<file path="src/rtl/pc_pkg.sv">
// pc_pkg: shared state encoding and constants for the PC redirect unit
package pc_pkg;
    typedef enum logic [1:0] {RUN, STALLED, REDIRECT, FAULT} pc_state_t;
    localparam logic [31:0] PC_INC = 32'd4;
    localparam int WORD_SHIFT = 2;
    localparam logic [31:0] RESET_PC_DEFAULT = 32'h0000_0000;
endpackage

</file>
<file path="src/rtl/jump_target_former.sv">
// jump_target_former: forms J-format and branch redirect targets from PC+4
module jump_target_former
    import pc_pkg::*;
(
    input  logic [31:0] pc_plus4,
    input  logic [25:0] instr_index,
    input  logic [15:0] branch_offset,
    output logic [31:0] jump_target,
    output logic [31:0] branch_target
);
    assign jump_target = {pc_plus4[31:28], 28'(instr_index) << WORD_SHIFT};
    assign branch_target = pc_plus4 + (32'(signed'(branch_offset)) << WORD_SHIFT);
endmodule

</file>
<file path="src/rtl/pc_redirect_unit.sv">
// pc_redirect_unit: fetch PC register with stall, prioritised redirects and misaligned-JR fault
module pc_redirect_unit
    import pc_pkg::*;
#(
    parameter logic [31:0] RESET_PC = RESET_PC_DEFAULT
) (
    input  logic        Clk,
    input  logic        Reset,
    input  logic        Stall,
    input  logic        JumpReq,
    input  logic [25:0] InstrIndex,
    input  logic        BranchReq,
    input  logic [15:0] BranchOffset,
    input  logic        JumpRegReq,
    input  logic [31:0] RegTarget,
    output logic [31:0] PC,
    output logic [31:0] PCPlus4,
    output logic        FetchValid,
    output logic        Flush,
    output logic        AddrErr
);
    pc_state_t state, next_state;
    logic [31:0] pc, pc_plus4, next_pc, jump_target, branch_target;
    logic active;

    jump_target_former u_former (
        .pc_plus4(pc_plus4),
        .instr_index(InstrIndex),
        .branch_offset(BranchOffset),
        .jump_target(jump_target),
        .branch_target(branch_target)
    );

    assign active = (state == RUN) || (state == STALLED);

    // REDIRECT holds the target so it is refetched once the squash cycle ends
    always_comb begin
        next_state = state;
        next_pc = pc;
        if (Stall && state != FAULT) begin
            next_state = STALLED;
        end else if (active) begin
            if (JumpRegReq) begin
                next_state = (RegTarget[1:0] != 2'b00) ? FAULT : REDIRECT;
                next_pc = (RegTarget[1:0] != 2'b00) ? pc : RegTarget;
            end else if (JumpReq || BranchReq) begin
                next_state = REDIRECT;
                next_pc = JumpReq ? jump_target : branch_target;
            end else begin
                next_state = RUN;
                next_pc = pc_plus4;
            end
        end else if (state == REDIRECT) begin
            next_state = RUN;
        end
    end

    always_ff @(posedge Clk) begin
        if (Reset) begin
            state <= RUN;
            pc <= RESET_PC;
            pc_plus4 <= RESET_PC + PC_INC;
        end else begin
            state <= next_state;
            pc <= next_pc;
            pc_plus4 <= next_pc + PC_INC;
        end
    end

    assign PC = pc;
    assign PCPlus4 = pc_plus4;
    assign FetchValid = active && !Stall;
    assign Flush = (state == REDIRECT);
    assign AddrErr = (state == FAULT);
endmodule

</file>
<file path="config.mk">
export PLATFORM = sky130hd
export DESIGN_NAME = pc_redirect_unit
export DESIGN_NICKNAME = d
export VERILOG_FILES = /design/src/rtl/pc_pkg.sv /design/src/rtl/jump_target_former.sv /design/src/rtl/pc_redirect_unit.sv
export SDC_FILE = /design/constraint.sdc
export NUM_CORES = 1
export LEC_CHECK = 0
export CAP_MARGIN = 20
export CORE_MARGIN = 4
export CORE_UTILIZATION = 34
export DETAILED_ROUTE_END_ITERATION = 8
export MAX_ROUTING_LAYER = met4
export PLACE_DENSITY = 0.56
export SYNTH_ARGS = -nofsm -noshare
export SYNTH_HDL_FRONTEND = slang
export SYNTH_SLANG_ARGS = --single-unit
</file>
<file path="constraint.sdc">
create_clock -name Clk -period 5.05 [get_ports Clk]
set_clock_uncertainty 0.15 [all_clocks]
set_input_delay 1.01 -clock Clk [delete_from_list [all_inputs] [get_ports Clk]]
set_output_delay 1.01 -clock Clk [all_outputs]
set_load 0.05 [all_outputs]
</file>
Yosys cells after proc, flatten, opt, wreduce, memory -nomap -nowiden
Index checks and enable logic that the tools add are counted.
{ "op_classes": {"n_addsub": 2, "n_mul": 0, "div_mod_pow": 0, "order_cmp": 0, "eq_ne": 4, "n_shift": 0, "n_mux": 12, "n_bitwise": 0, "n_reduce_logical": 10} }
{ "ops": {"columns": ["cell", "n"], "rows": [
  ["two-way mux 32 bit", 6],
  ["adder 32 x 3 -> 32 bit (second input constant)", 1],
  ["adder 32 bit", 1],
  ["two-way mux 2 bit", 4],
  ["== test 2 bit (second input constant)", 2],
  ["nonzero test 2 bit", 2],
  ["nonzero test 3 bit", 1],
  ["== test 2 x 1 -> 1 bit (second input constant)", 1],
  ["logical AND 1 bit", 2],
  ["logical NOT 2 bit", 1],
  ["logical OR 1 bit", 2],
  ["two-way mux 1 bit", 2],
  ["!= test 2 bit (second input constant)", 1],
  ["OR reduction 2 bit", 1],
  ["logical NOT 1 bit", 1]
]} }
{ "totals": {"register_bits": 66, "latchBits": 0, "ramBits": 0, "rom_bits": 0, "in_bits": 80, "output_inout_bits": 67, "word_cells": 32, "mem_count": 0} }

Depth between registers and ports, before layout
{ "depth": {"depth_word": 7, "ltp_mapped": 16, "mapped_depth_nobuf": 16} }

Cells and area by module
From an unflattened synthesis, not the netlist that was laid out.
{ "unflattened": {"hier_cells": 705, "area_unflattened_um2": 5884.4} }
{ "by_module_without_submodules": {"columns": ["module", "instances", "cells_per_inst", "area_each_um2"], "rows": [
  ["pc_redirect_unit", 1, 398, 3733.6],
  ["jump_target_former", 1, 307, 2150.8]
]} }

Worst setup path after synthesis
Ideal clock, no wire load.
{ "synth_timing": {"path_type": "input to register", "startpoint": "input BranchOffset[0]", "endpoint": "register pc_plus4[30] (netlist: PCPlus4[30])", "setup_time_ps": 121, "arrival_ps": 4300, "path_slack_ps": 478, "stages": 14, "n_path_buf": 0, "cell_sequence": "ha_1 > inv_1 > fa_1 > nand2b_1 > a21oi_1 > nor3b_1 > a2111oi_0 > o31ai_1 > nor4b_2 > nand4_1 > or4b_1 > nor4_2 > nand2_1 > mux2_4"} }
{ "synth_via": {"elab_chain_len": 7} }
{ "synth_lines": {"columns": ["element", "line_no", "source"], "rows": [
  ["from (decl)", "pc_redirect_unit.sv:13", "input logic [15:0] BranchOffset,"],
  ["adder 32 bit", "jump_target_former.sv:12", "assign branch_target = pc_plus4 + (32'(signed'(branch_offset)) << WORD_SHIFT);"],
  ["two-way mux 32 bit", "pc_redirect_unit.sv:48", "next_pc = JumpReq ? jump_target : branch_target;"],
  ["two-way mux 32 bit", "pc_redirect_unit.sv:46", "end else if (JumpReq || BranchReq) begin"],
  ["two-way mux 32 bit", "pc_redirect_unit.sv:43", "if (JumpRegReq) begin"],
  ["two-way mux 32 bit", "pc_redirect_unit.sv:42", "end else if (active) begin"],
  ["two-way mux 32 bit", "pc_redirect_unit.sv:40", "if (Stall && state != FAULT) begin"],
  ["adder 32 x 3 -> 32 bit", "pc_redirect_unit.sv:66", "pc_plus4 <= next_pc + PC_INC;"],
  ["to (signal assigned)", "pc_redirect_unit.sv:62", "pc_plus4 <= RESET_PC + PC_INC;"],
  ["to (signal assigned)", "pc_redirect_unit.sv:66", null],
  ["to (decl)", "pc_redirect_unit.sv:23", "logic [31:0] pc, pc_plus4, next_pc, jump_target, branch_target;"]
]} }
No other way between the ends.
A chain may end at the register's enable or synchronous reset.

Worst setup path after layout
{ "layout_timing": {"startpoint": "input BranchOffset[0]", "endpoint": "register pc_plus4[27] (netlist: PCPlus4[27])"} }
Same word-level chain as after synthesis.

==> flow_summary.toml <==
[worst_setup_path]
max_stage_delay_ns = 0.56
worst-path-buf-inv = 3
cp_max_fo = 4
crit_type = "in -> reg"
setup.worst_path.end = "PCPlus4[27]"
crit_chain = "clkdlybuf4s50_1 -> ha_1 -> inv_1 -> fa_1 -> nand2b_1 -> a211oi_4 -> o21ba_2 -> buf_4 -> a21oi_1 -> xnor2_1 -> a21oi_1 -> or3_4 -> or3_4 -> or4b_1 -> xnor2_1 -> nor2_1"
cpLargestDelayFamily = "simple AND/OR/NAND/NOR gates"
end_kind = "register"
timing.rr.end = "PCPlus4[27]"
cp_data_required_time_ns = 5.11
slowest_stage = "or4b_1"
crit_start = "BranchOffset[0]"
cp_data_arrival_time_ns = 5.00
reg2reg_slack_ns = 0.87
crit_path_start_kind = "input port"
crit_cells = 16
r2r_start = "PCPlus4[2]"
ff2ff_path_depth = 15

[clocking]
clock-sinks = 64
insertion_delay_ns = 0.34
htreeDepth = 3
cts_tree = "done"
clockBufferDepth = 2
cts_buffers = 9
holdBufCountCts = 0
cts.clk_slew.worst_paths_ns = 0.06
root_buffer = "clkbuf_16"

[finish]
fin_util = 0.516
diodes = 0
nets = 1057
drive_gt1_frac = 0.163
design_area_um2 = 8160
area_growth_pct = 49.4

[logic_synthesis]
synth_nets = 835
synth_top_cell_by_area = "dfxtp_1"
ys_ff_latch = 64
netlist_area_um2 = 5460
synth_top_area_share = 0.234
synth_edf_count = 0
async_flop_share = 0
post_synth.cell_area_avg_um2 = 7.55
netlist_instances = 724
yosysMostFrequentCell = "nor2_1"
ys_seq_area_frac = 0.234
synth_flop_cell = "dfxtp_1"
yosys_warnings = 0
synth_commonest_cells = "nor2_1, dfxtp_1, nand2_1"
synthTopCellsByArea = "dfxtp_1, ha_1, nor2_1, a21oi_1, nand2_1"
ys_types = 92

[grt]
grt_first_pass_wirelength_mm = 37.4
grt_max_degree = 46
grt_pass1_vias = 6669
antenna_found_initial = 0
grt_overflow_total = 0
track_usage = 0.271

[flow_run]
cap_violations = 0

[drt]
vias = 6672
drc = 0
drtAntennaViolNets = 0
avgRoutedWirePerCell_um = 20.7
drt-initial-drc-count = 546
first_pass_iters = 6
wl_mm = 24.1
viasPerCell = 5.72

[hold_path]
min_path_cells = 2
hold_path_class = "reg -> reg"

[floorplan]
initial_utilization = 0.345
coreArea_um2 = 15800
die-area_um2 = 18200
fp.dieW_um = 135
rows = 46
io_pins = 147
dieHeight_um = 135

[power]
comb_power_share = 0.424
swShare = 0.383
power_mw = 2.18
intPower_mw = 1.35
power.switching_uw = 837
p_per_area_nw_per_um2 = 267
ir_drop_mv = 0.152
seq_power_share = 0.271
leakagePower_nw = 3.31
p_clk_frac = 0.305

[run_status]
outcome = "completed"

[placed_design]
port_buffers = 146
dp_hpwl_mm = 19.0
globalplace.congestion = 0.983
placed_area_um2 = 7820

[sta]
fmax_mhz = 202
rsz0062_at_grt = "true"
fin_crit_sh = 0.978
setup_viol = 0
slew_headroom = 0.305
worstMarginPinSlew_ns = 1.02
finalHoldViolations = 0
slew_violations = 0
layout_min_cycle_time_ns = 4.94
## placed cells by master, fill, tap and decap left out, types with 3 or more instances in the layout
cell             count
xor2_1              13
a31oi_1              6
nor3_1              25
nand4b_1             3
and2_1               9
or4_1                3
nand3b_1             6
nor4_4               3
nor4_1               5
o31ai_1              3
nor2_1              84
or3_1               13
a221oi_1             5
nand3_1             13
clkdlybuf4s50_1    145
xnor2_1             12
a21o_1              17
o221ai_1            13
a22oi_1              9
nand4_1              8
a211oi_1            11
buf_4              107
a2111oi_0            4
clkbuf_16            9
a211o_1              4
nand2_1             64
o22ai_1             28
nor2b_1             15
ha_1                30
o21a_1               7
inv_1               15
dfxtp_1             64
o211ai_1             8
and3_1              16
nand2b_1             7
mux2i_1              7
a21oi_1             54
o21ai_0             34
## repair_timing
action | 4_1_cts | 5_1_grt
hold endpoints to repair | 0 | 0
buffers inserted | 0 | 1
endpoints found under the setup margin | 1 | 6
pin swaps | 0 | 2
gates resized for setup | 1 | 5
## worst min path at each step
stage | from | to | slack [ns]
3_3_place_gp | PC[1] | PC[1] | 0.32
2_1_floorplan | state[0] | state[1] | 0.30
4_1_cts | state[0] | state[1] | 0.34
5_1_grt | PC[1] | PC[1] | 0.37
6_report | state[0] | state[1] | 0.34
3_5_place_dp | PC[1] | PC[1] | 0.33
## per-stage QoR
| step | worst slack, ns | TNS [ns] | std cells | hold slack (ns) |
|---|---|---|---|---|
| finish | 0.111 | 0 | 1167 | 0.340 |
| global route | -0.0287 | -0.0287 | 1167 | 0.367 |
| CTS | 0.0313 | 0 | 1166 | 0.344 |
| detailed placement | -0.357 | -1.82 | 1150 | 0.333 |
| global placement | -0.239 | -1.20 | 1150 | 0.319 |
| floorplan | 0.478 | 0 | 724 | 0.305 |
## state kept, by name (all words and copies together), names as in the netlist
signal   count
PC          32
PCPlus4     30
state        2
## power by group through the flow
stage / sequential [mW] / combinational [mW] / clock (mW)
CTS: 0.591 / 0.914 / 0.672
global route: 0.596 / 0.994 / 0.698
global placement: 0.601 / 0.901 / 0
floorplan: 0.729 / 0.399 / 0
finish: 0.591 / 0.926 / 0.666
detailed placement: 0.601 / 0.907 / 0
## kinds of logic (layout without fill, tap and decap cells)
kind of cell,Yosys count,after routing,share of synthesized area
compound gates,240,240,0.303
xor+xnor,25,25,0.0401
fa+ha+maj,31,31,0.0724
buf+inv,59,286,0.0460
flops,64,64,0.234
mux,9,9,0.0176
simple gates,296,296,0.286
## tightest hold or removal path: cells and delay by family, from the launching register on
family	cells	cell delay, ns
flops	1	0.30
compound gates	1	0.06
simple gates	1	0.08
## area by class of cell
type	count	area [µm²]
clock inverter	3	40.0
inverter	16	60.1
sequential	64	1280
fill	1536	7660
tap	216	270
multi-input combinational	601	3970
timing repair buffer	254	2280
clock buffer	13	260
## per-layer routing
metal | up-vias | wire length, µm | global-route usage
li1 | 3166 | - | -
met1 | 3220 | 11300 | 0.373
met2 | 251 | 10800 | 0.413
met3 | 35 | 1470 | 0.0365
met4 | 0 | 544 | 0.0848
met5 | - | 0 | -
(Power assumes the default switching activity.)
